`config.mk`:
```
export PLATFORM = sky130hd
export DESIGN_NAME = fp_d_unpack
export DESIGN_NICKNAME = d
export VERILOG_FILES = /design/src/rtl/fp_d_pkg.sv /design/src/rtl/fp_d_classify.sv /design/src/rtl/fp_d_unpack.sv
export SDC_FILE = /design/constraint.sdc
export NUM_CORES = 1
export LEC_CHECK = 0
export BUFFER_PORTS_ARGS = -buffer_cell sky130_fd_sc_hd__buf_2
export CAP_MARGIN = 25
export CELL_PAD_IN_SITES_DETAIL_PLACEMENT = 1
export CELL_PAD_IN_SITES_GLOBAL_PLACEMENT = 2
export CORE_AREA = 10 10 158 160
export DETAILED_ROUTE_END_ITERATION = 6
export DIE_AREA = 0 0 168 170
export MAX_ROUTING_LAYER = met4
export PLACE_DENSITY_LB_ADDON = 0.1
export SETUP_SLACK_MARGIN = 0.02
export SLEW_MARGIN = 20
export SYNTH_ARGS = -nofsm -noshare
export SYNTH_HDL_FRONTEND = slang
export SYNTH_SLANG_ARGS = --single-unit
```
`constraint.sdc`:
```
create_clock -name clk -period 2.4 [get_ports clk]
set_input_delay 0.24 -clock clk [delete_from_list [all_inputs] [get_ports clk]]
set_output_delay 0.24 -clock clk [all_outputs]
set_load 0.05 [all_outputs]
```
`src/rtl/fp_d_pkg.sv`:
```
// Shared definitions for the double-precision operand path: field widths,
// bias, one-hot class indices, RISC-V FCLASS bit indices and the unbiased
// exponent type. The downstream converters import this same package.
package fp_d_pkg;

    localparam int FP_D_EXP_BITS  = 11;
    localparam int FP_D_FRAC_BITS = 52;
    localparam int FP_D_BIAS      = 1023;

    // One-hot class vector layout {qnan, snan, inf, sub, zero, norm}
    localparam int CLS_NORM = 0;
    localparam int CLS_ZERO = 1;
    localparam int CLS_SUB  = 2;
    localparam int CLS_INF  = 3;
    localparam int CLS_SNAN = 4;
    localparam int CLS_QNAN = 5;
    localparam int CLS_W    = 6;

    // RISC-V FCLASS result bits
    localparam int FCLASS_NEG_INF  = 0;
    localparam int FCLASS_NEG_NORM = 1;
    localparam int FCLASS_NEG_SUB  = 2;
    localparam int FCLASS_NEG_ZERO = 3;
    localparam int FCLASS_POS_ZERO = 4;
    localparam int FCLASS_POS_SUB  = 5;
    localparam int FCLASS_POS_NORM = 6;
    localparam int FCLASS_POS_INF  = 7;
    localparam int FCLASS_SNAN     = 8;
    localparam int FCLASS_QNAN     = 9;
    localparam int FCLASS_W        = 10;

    // 13-bit two's complement unbiased exponent, enough for -1022..1024
    typedef logic signed [12:0] fp_d_exp_t;

    localparam fp_d_exp_t FP_D_BIAS_E     = 13'sd1023;
    localparam fp_d_exp_t FP_D_EXP_SUB    = -13'sd1022;
    localparam fp_d_exp_t FP_D_EXP_SPECIAL = 13'sd1024;

endpackage

```
`src/rtl/fp_d_classify.sv`:
```
// Purely combinational field split and classification of one IEEE-754
// double: class one-hot, unbiased exponent, 53-bit significand with the
// explicit leading bit, |x|<1 and "too large for a 64-bit integer" flags,
// and the RISC-V FCLASS mask.
module fp_d_classify
    import fp_d_pkg::*;
(
    input  logic [63:0]          in_d,
    output fp_d_exp_t            out_exp,
    output logic [52:0]          out_mant,
    output logic [CLS_W-1:0]     out_cls,
    output logic                 out_lt1,
    output logic                 out_ovf,
    output logic [FCLASS_W-1:0]  out_fclass
);

    logic                      sign;
    logic [FP_D_EXP_BITS-1:0]  e;
    logic [FP_D_FRAC_BITS-1:0] f;

    assign sign = in_d[63];
    assign e    = in_d[FP_D_FRAC_BITS +: FP_D_EXP_BITS];
    assign f    = in_d[FP_D_FRAC_BITS-1:0];

    // Decode the exponent field into a class and derive every output from it
    always_comb begin
        out_cls    = '0;
        out_exp    = '0;
        out_mant   = '0;
        out_lt1    = 1'b0;
        out_ovf    = 1'b0;
        out_fclass = '0;
        if (e == '0) begin
            out_lt1 = 1'b1;
            if (f == '0) begin
                out_cls[CLS_ZERO] = 1'b1;
            end else begin
                out_cls[CLS_SUB] = 1'b1;
                out_exp          = FP_D_EXP_SUB;
                out_mant         = {1'b0, f};
            end
        end else if (e == '1) begin
            out_exp  = FP_D_EXP_SPECIAL;
            out_mant = {1'b0, f};
            out_ovf  = 1'b1;
            if (f == '0)
                out_cls[CLS_INF] = 1'b1;
            else if (f[FP_D_FRAC_BITS-1])
                out_cls[CLS_QNAN] = 1'b1;
            else
                out_cls[CLS_SNAN] = 1'b1;
        end else begin
            out_cls[CLS_NORM] = 1'b1;
            out_exp  = fp_d_exp_t'({2'b00, e}) - FP_D_BIAS_E;
            out_mant = {1'b1, f};
            // Biased 1023 is 2^0; biased 1087 (2^64) is the first value past 63
            out_lt1  = (e < 11'd1023);
            out_ovf  = (e > 11'd1086);
        end

        out_fclass[FCLASS_NEG_INF]  = sign  & out_cls[CLS_INF];
        out_fclass[FCLASS_NEG_NORM] = sign  & out_cls[CLS_NORM];
        out_fclass[FCLASS_NEG_SUB]  = sign  & out_cls[CLS_SUB];
        out_fclass[FCLASS_NEG_ZERO] = sign  & out_cls[CLS_ZERO];
        out_fclass[FCLASS_POS_ZERO] = !sign & out_cls[CLS_ZERO];
        out_fclass[FCLASS_POS_SUB]  = !sign & out_cls[CLS_SUB];
        out_fclass[FCLASS_POS_NORM] = !sign & out_cls[CLS_NORM];
        out_fclass[FCLASS_POS_INF]  = !sign & out_cls[CLS_INF];
        out_fclass[FCLASS_SNAN]     = out_cls[CLS_SNAN];
        out_fclass[FCLASS_QNAN]     = out_cls[CLS_QNAN];
    end

endmodule

```
`src/rtl/fp_d_unpack.sv`:
```
// Operand unpack stage feeding the FCVT.*.D converters. Decodes the incoming
// double, then stores it in an output register backed by a one-entry skid
// buffer so in_ready comes straight from a flop.
// Optional feature: define FP_D_UNPACK_FCLASS_EN to add the out_fclass port.
module fp_d_unpack
    import fp_d_pkg::*;
#(
    parameter int TAG_W = 5
) (
    input  logic                 clk,
    input  logic                 rst_n,
    input  logic                 in_valid,
    output logic                 in_ready,
    input  logic [63:0]          in_d,
    input  logic [TAG_W-1:0]     in_tag,
    output logic                 out_valid,
    input  logic                 out_ready,
    output logic                 out_sign,
    output logic [12:0]          out_exp,
    output logic [52:0]          out_mant,
    output logic [CLS_W-1:0]     out_cls,
    output logic                 out_lt1,
    output logic                 out_ovf,
`ifdef FP_D_UNPACK_FCLASS_EN
    output logic [FCLASS_W-1:0]  out_fclass,
`endif
    output logic [TAG_W-1:0]     out_tag
);

    // State is literally {skid valid, output-register valid}
    localparam logic [1:0] ST_EMPTY = 2'b00;
    localparam logic [1:0] ST_ONE   = 2'b01;
    localparam logic [1:0] ST_FULL  = 2'b11;

    typedef struct packed {
        logic                 sign;
        fp_d_exp_t            exp;
        logic [52:0]          mant;
        logic [CLS_W-1:0]     cls;
        logic                 lt1;
        logic                 ovf;
`ifdef FP_D_UNPACK_FCLASS_EN
        logic [FCLASS_W-1:0]  fclass;
`endif
        logic [TAG_W-1:0]     tag;
    } entry_t;

    logic [1:0]           state;
    entry_t               dec;
    entry_t               or_q;
    entry_t               sk_q;
    fp_d_exp_t            dec_exp;
    logic [52:0]          dec_mant;
    logic [CLS_W-1:0]     dec_cls;
    logic                 dec_lt1;
    logic                 dec_ovf;
    logic [FCLASS_W-1:0]  dec_fclass;
    logic                 accept;
    logic                 xfer;

    fp_d_classify u_classify (
        .in_d       (in_d),
        .out_exp    (dec_exp),
        .out_mant   (dec_mant),
        .out_cls    (dec_cls),
        .out_lt1    (dec_lt1),
        .out_ovf    (dec_ovf),
        .out_fclass (dec_fclass)
    );

`ifndef FP_D_UNPACK_FCLASS_EN
    logic fclass_unused;
    assign fclass_unused = ^dec_fclass;
`endif

    // Bundle the decoded operand so OR and SK hold identical records
    always_comb begin
        dec        = '0;
        dec.sign   = in_d[63];
        dec.exp    = dec_exp;
        dec.mant   = dec_mant;
        dec.cls    = dec_cls;
        dec.lt1    = dec_lt1;
        dec.ovf    = dec_ovf;
`ifdef FP_D_UNPACK_FCLASS_EN
        dec.fclass = dec_fclass;
`endif
        dec.tag    = in_tag;
    end

    assign in_ready  = !state[1];
    assign out_valid = state[0];
    assign accept    = in_valid && in_ready;
    assign xfer      = out_valid && out_ready;

    // Skid-buffer handshake: fill OR first, spill into SK only when stalled
    always_ff @(posedge clk or negedge rst_n) begin
        if (!rst_n) begin
            state <= ST_EMPTY;
            or_q  <= '0;
            sk_q  <= '0;
        end else begin
            case (state)
                ST_EMPTY: begin
                    if (accept) begin
                        or_q  <= dec;
                        state <= ST_ONE;
                    end
                end
                ST_ONE: begin
                    if (accept && xfer) begin
                        or_q <= dec;
                    end else if (accept) begin
                        sk_q  <= dec;
                        state <= ST_FULL;
                    end else if (xfer) begin
                        state <= ST_EMPTY;
                    end
                end
                ST_FULL: begin
                    if (xfer) begin
                        or_q  <= sk_q;
                        state <= ST_ONE;
                    end
                end
                default: state <= ST_EMPTY;
            endcase
        end
    end

    assign out_sign   = or_q.sign;
    assign out_exp    = or_q.exp;
    assign out_mant   = or_q.mant;
    assign out_cls    = or_q.cls;
    assign out_lt1    = or_q.lt1;
    assign out_ovf    = or_q.ovf;
`ifdef FP_D_UNPACK_FCLASS_EN
    assign out_fclass = or_q.fclass;
`endif
    assign out_tag    = or_q.tag;

endmodule

```
==> impl_metrics.tcl <==
set metrics [dict create \
    die_x_microns 168 \
    grtUsageMet1_pct 19.36 \
    synth.cell_area_sq_um 7103 \
    drc_errors 0 \
    ctsHtreeMaxLevel 4 \
    die_y_microns 170 \
    end_kind "register" \
    final_nets 979 \
    synth_top_area_cell "dfrtp_1" \
    via_count 5839 \
    grt_util_all_layers_pct 15.99 \
    met3_usage_pct 3.778 \
    worst_slew_pin_slew_ps 618.6 \
    ios 155 \
    die_area_sq_um 28560 \
    fin_crit_ps 2151 \
    ys_warn_count 0 \
    dp_cells 1159 \
    max_freq_ghz 0.4648 \
    rows 54 \
    critPathMaxStageDelay_ps 380 \
    critPathKind "reg2reg" \
    path_clk_slew_ps 60 \
    drive_above_1_share_pct 24.73 \
    area_growth_pct 25.47 \
    fin_cells 1193 \
    synth_top_area_share_pct 55.66 \
    arrival_ps 2450 \
    postCtsSetupRepairBufs 0 \
    finalInstanceArea_sq_um 8912 \
    path_cells "inv_1, ha_1, nand3b_1, nor2_1, o21a_2, buf_4, mux2i_1, a31oi_1" \
    start_kind "register" \
    insertion_delay_ps 430 \
    mostFrequentLayoutCell "nand2_1" \
    layout_setup_ws_ps 248.6 \
    grt_pass1_wl_mm 35.85 \
    setup_viol 0 \
    cts_buffer_depth 2 \
    post-dp-hpwl_mm 16.20 \
    ys_seq_area_share_pct 55.66 \
    synth_cell_types 49 \
    cp.required_ps 2700 \
    skew_ps 9.241 \
    cp_max_fo 16 \
    drv_slew 0 \
    status "finished clean" \
    syn-num-nets 830 \
    placed_cell_area_sq_um 8277 \
    clockRootBuffer "clkbuf_16" \
    slew_headroom_pct 58.76 \
    finalCritPeriodShare_pct 89.64 \
    core_area_sq_um 21690 \
    grt-ovfl-total 0 \
    grt_pass1_vias 6551 \
    peakVddDrop_mv 0.6561 \
    rsz0062_at_grt "false" \
    cts_tree "yes" \
    synth_top_cells_by_area "dfrtp_1, nand2_1, mux2i_1, o21ai_0, clkbuf_1" \
    busiest_layer "met2" \
    cts_buffers 17 \
    n_fill_cell 2493 \
    cts_sinks 158 \
    pre_cts_ws_ps 128.9 \
    hold_class "in2reg" \
    layout_common_cells "nand2_1, dfrtp_1, buf_2, o21ai_0, mux2i_1" \
    drt_first_iter_violations 192 \
    holdWs_ps 21.93 \
    syn_avg_cell_area_sq_um 9.471 \
    final.setup.tns_ps 0 \
    grt_start_max_net_pins 65 \
    p_leak_nw 4.337 \
    syn_inst 750 \
    vias_per_cell 4.894 \
    max_cap_violations 0 \
    met2_usage_pct 26.32 \
    power_density_nw_per_um2 1563 \
    finalWeightedCongestion 0.7790 \
    first_pass_iters 4 \
    port_buffers 154 \
    fin_util_pct 41.09 \
    initial_utilization_pct 32.75 \
    drt-total-wl_mm 22.09 \
    antenna_left 0 \
    hold_viol 0 \
    total_power_mw 13.93 \
    antenna_found_initial 3 \
    crit_slowest_cell "dfrtp_1" \
    yosys_register_bits 158 \
    wl_per_cell_microns 18.51 \
]
## synth_stat cells, drive strengths merged
library cell,count
nand2,274
dfrtp,158
o21ai,71
mux2i,60
clkbuf,31
nor2,21
a21oi,20
nor4,17
buf,15
nand3,8
ha,7
o31ai,7
xnor2,7
or3,6
inv,5
a31oi,4
mux2,4
nand4,4
nand2b,3
o211ai,3
o21a,3
and2,2
nor3,2
xor2,2
a211oi,1
a21o,1
a221o,1
a22o,1
a22oi,1
a31o,1
and3,1
and4,1
clkinv,1
nand3b,1
o221a,1
o22ai,1
o2bb2ai,1
or2,1
or2b,1
or3b,1
## critical path, delay by kind of cell (launching register included)
family | cells | cell delay [ps]
flops | 1 | 380
simple gates | 2 | 490
compound gates | 2 | 360
fa+ha+maj | 1 | 210
buf+inv | 2 | 380
mux | 1 | 200
## cells by family (layout without fill, tap and decap cells)
| family | Yosys count | in the layout | synth area share, % |
|---|---|---|---|
| and+or+nand+nor | 343 | 343 | 20.33 |
| DFF | 158 | 158 | 55.66 |
| AOI/OAI and AO/OA | 117 | 117 | 9.442 |
| muxes | 64 | 64 | 9.089 |
| buffers and inverters | 52 | 212 | 3.135 |
| xor gates and xnor gates | 9 | 9 | 1.110 |
| adders and majority gates | 7 | 7 | 1.233 |
| other | 0 | 3 | 0 |
## power breakdown
group          internal [mW]  switching (mW)  total (mW)
Clock                   1.74            1.13        2.87
Sequential              3.90           0.676        4.57
Combinational           1.76            4.73        6.49
## path summary, 6_finish.rpt
kind	depth (start not counted)	end	slack [ps]	start
worst max-delay path	8	out_exp[1]$_DFFE_PN0P_	250	state[1]$_DFFE_PN0P_
worst min-delay path	3	sk_q[79]$_DFFE_PN0P_	20	in_d[63]
worst max register to register	8	out_exp[1]$_DFFE_PN0P_	250	state[1]$_DFFE_PN0P_
worst min register to register	2	out_mant[41]$_DFFE_PN0P_	470	out_mant[41]$_DFFE_PN0P_
max in group asynchronous	3	out_mant[31]$_DFFE_PN0P_	1310	rst_n
min in group asynchronous	2	out_exp[9]$_DFFE_PN0P_	370	rst_n
## state kept, by name (all words and copies together) (netlist names)
name,cells
out_mant,52
out_tag,5
state,2
sk_q,78
out_ovf,1
out_cls,6
out_sign,1
out_exp,12
out_lt1,1
## per-layer routing
metal,part of all wire (%),up-vias
met1,46,2906
met2,49,101
met5,0,-
met3,3.9,16
met4,1.1,0
li1,-,2816
## repair_timing
item	CTS	global route
hold buffers	1	0
endpoints found under the hold margin	55	0
endpoints found under the setup margin	0	3
resized for setup	0	1
## layout make-up
type                       count  area [sq um]  share of cell area [%]
sequential                   158          3954                   44.36
tap                          280         350.3                   3.931
antenna                        3         7.507                 0.08423
clock inverter                13         191.4                   2.148
timing repair buffer         176         994.7                   11.16
inverter                       6         22.52                  0.2527
clock buffer                  17         425.4                   4.773
multi-input combinational    540          2967                   33.29
(Power assumes the default switching activity.)
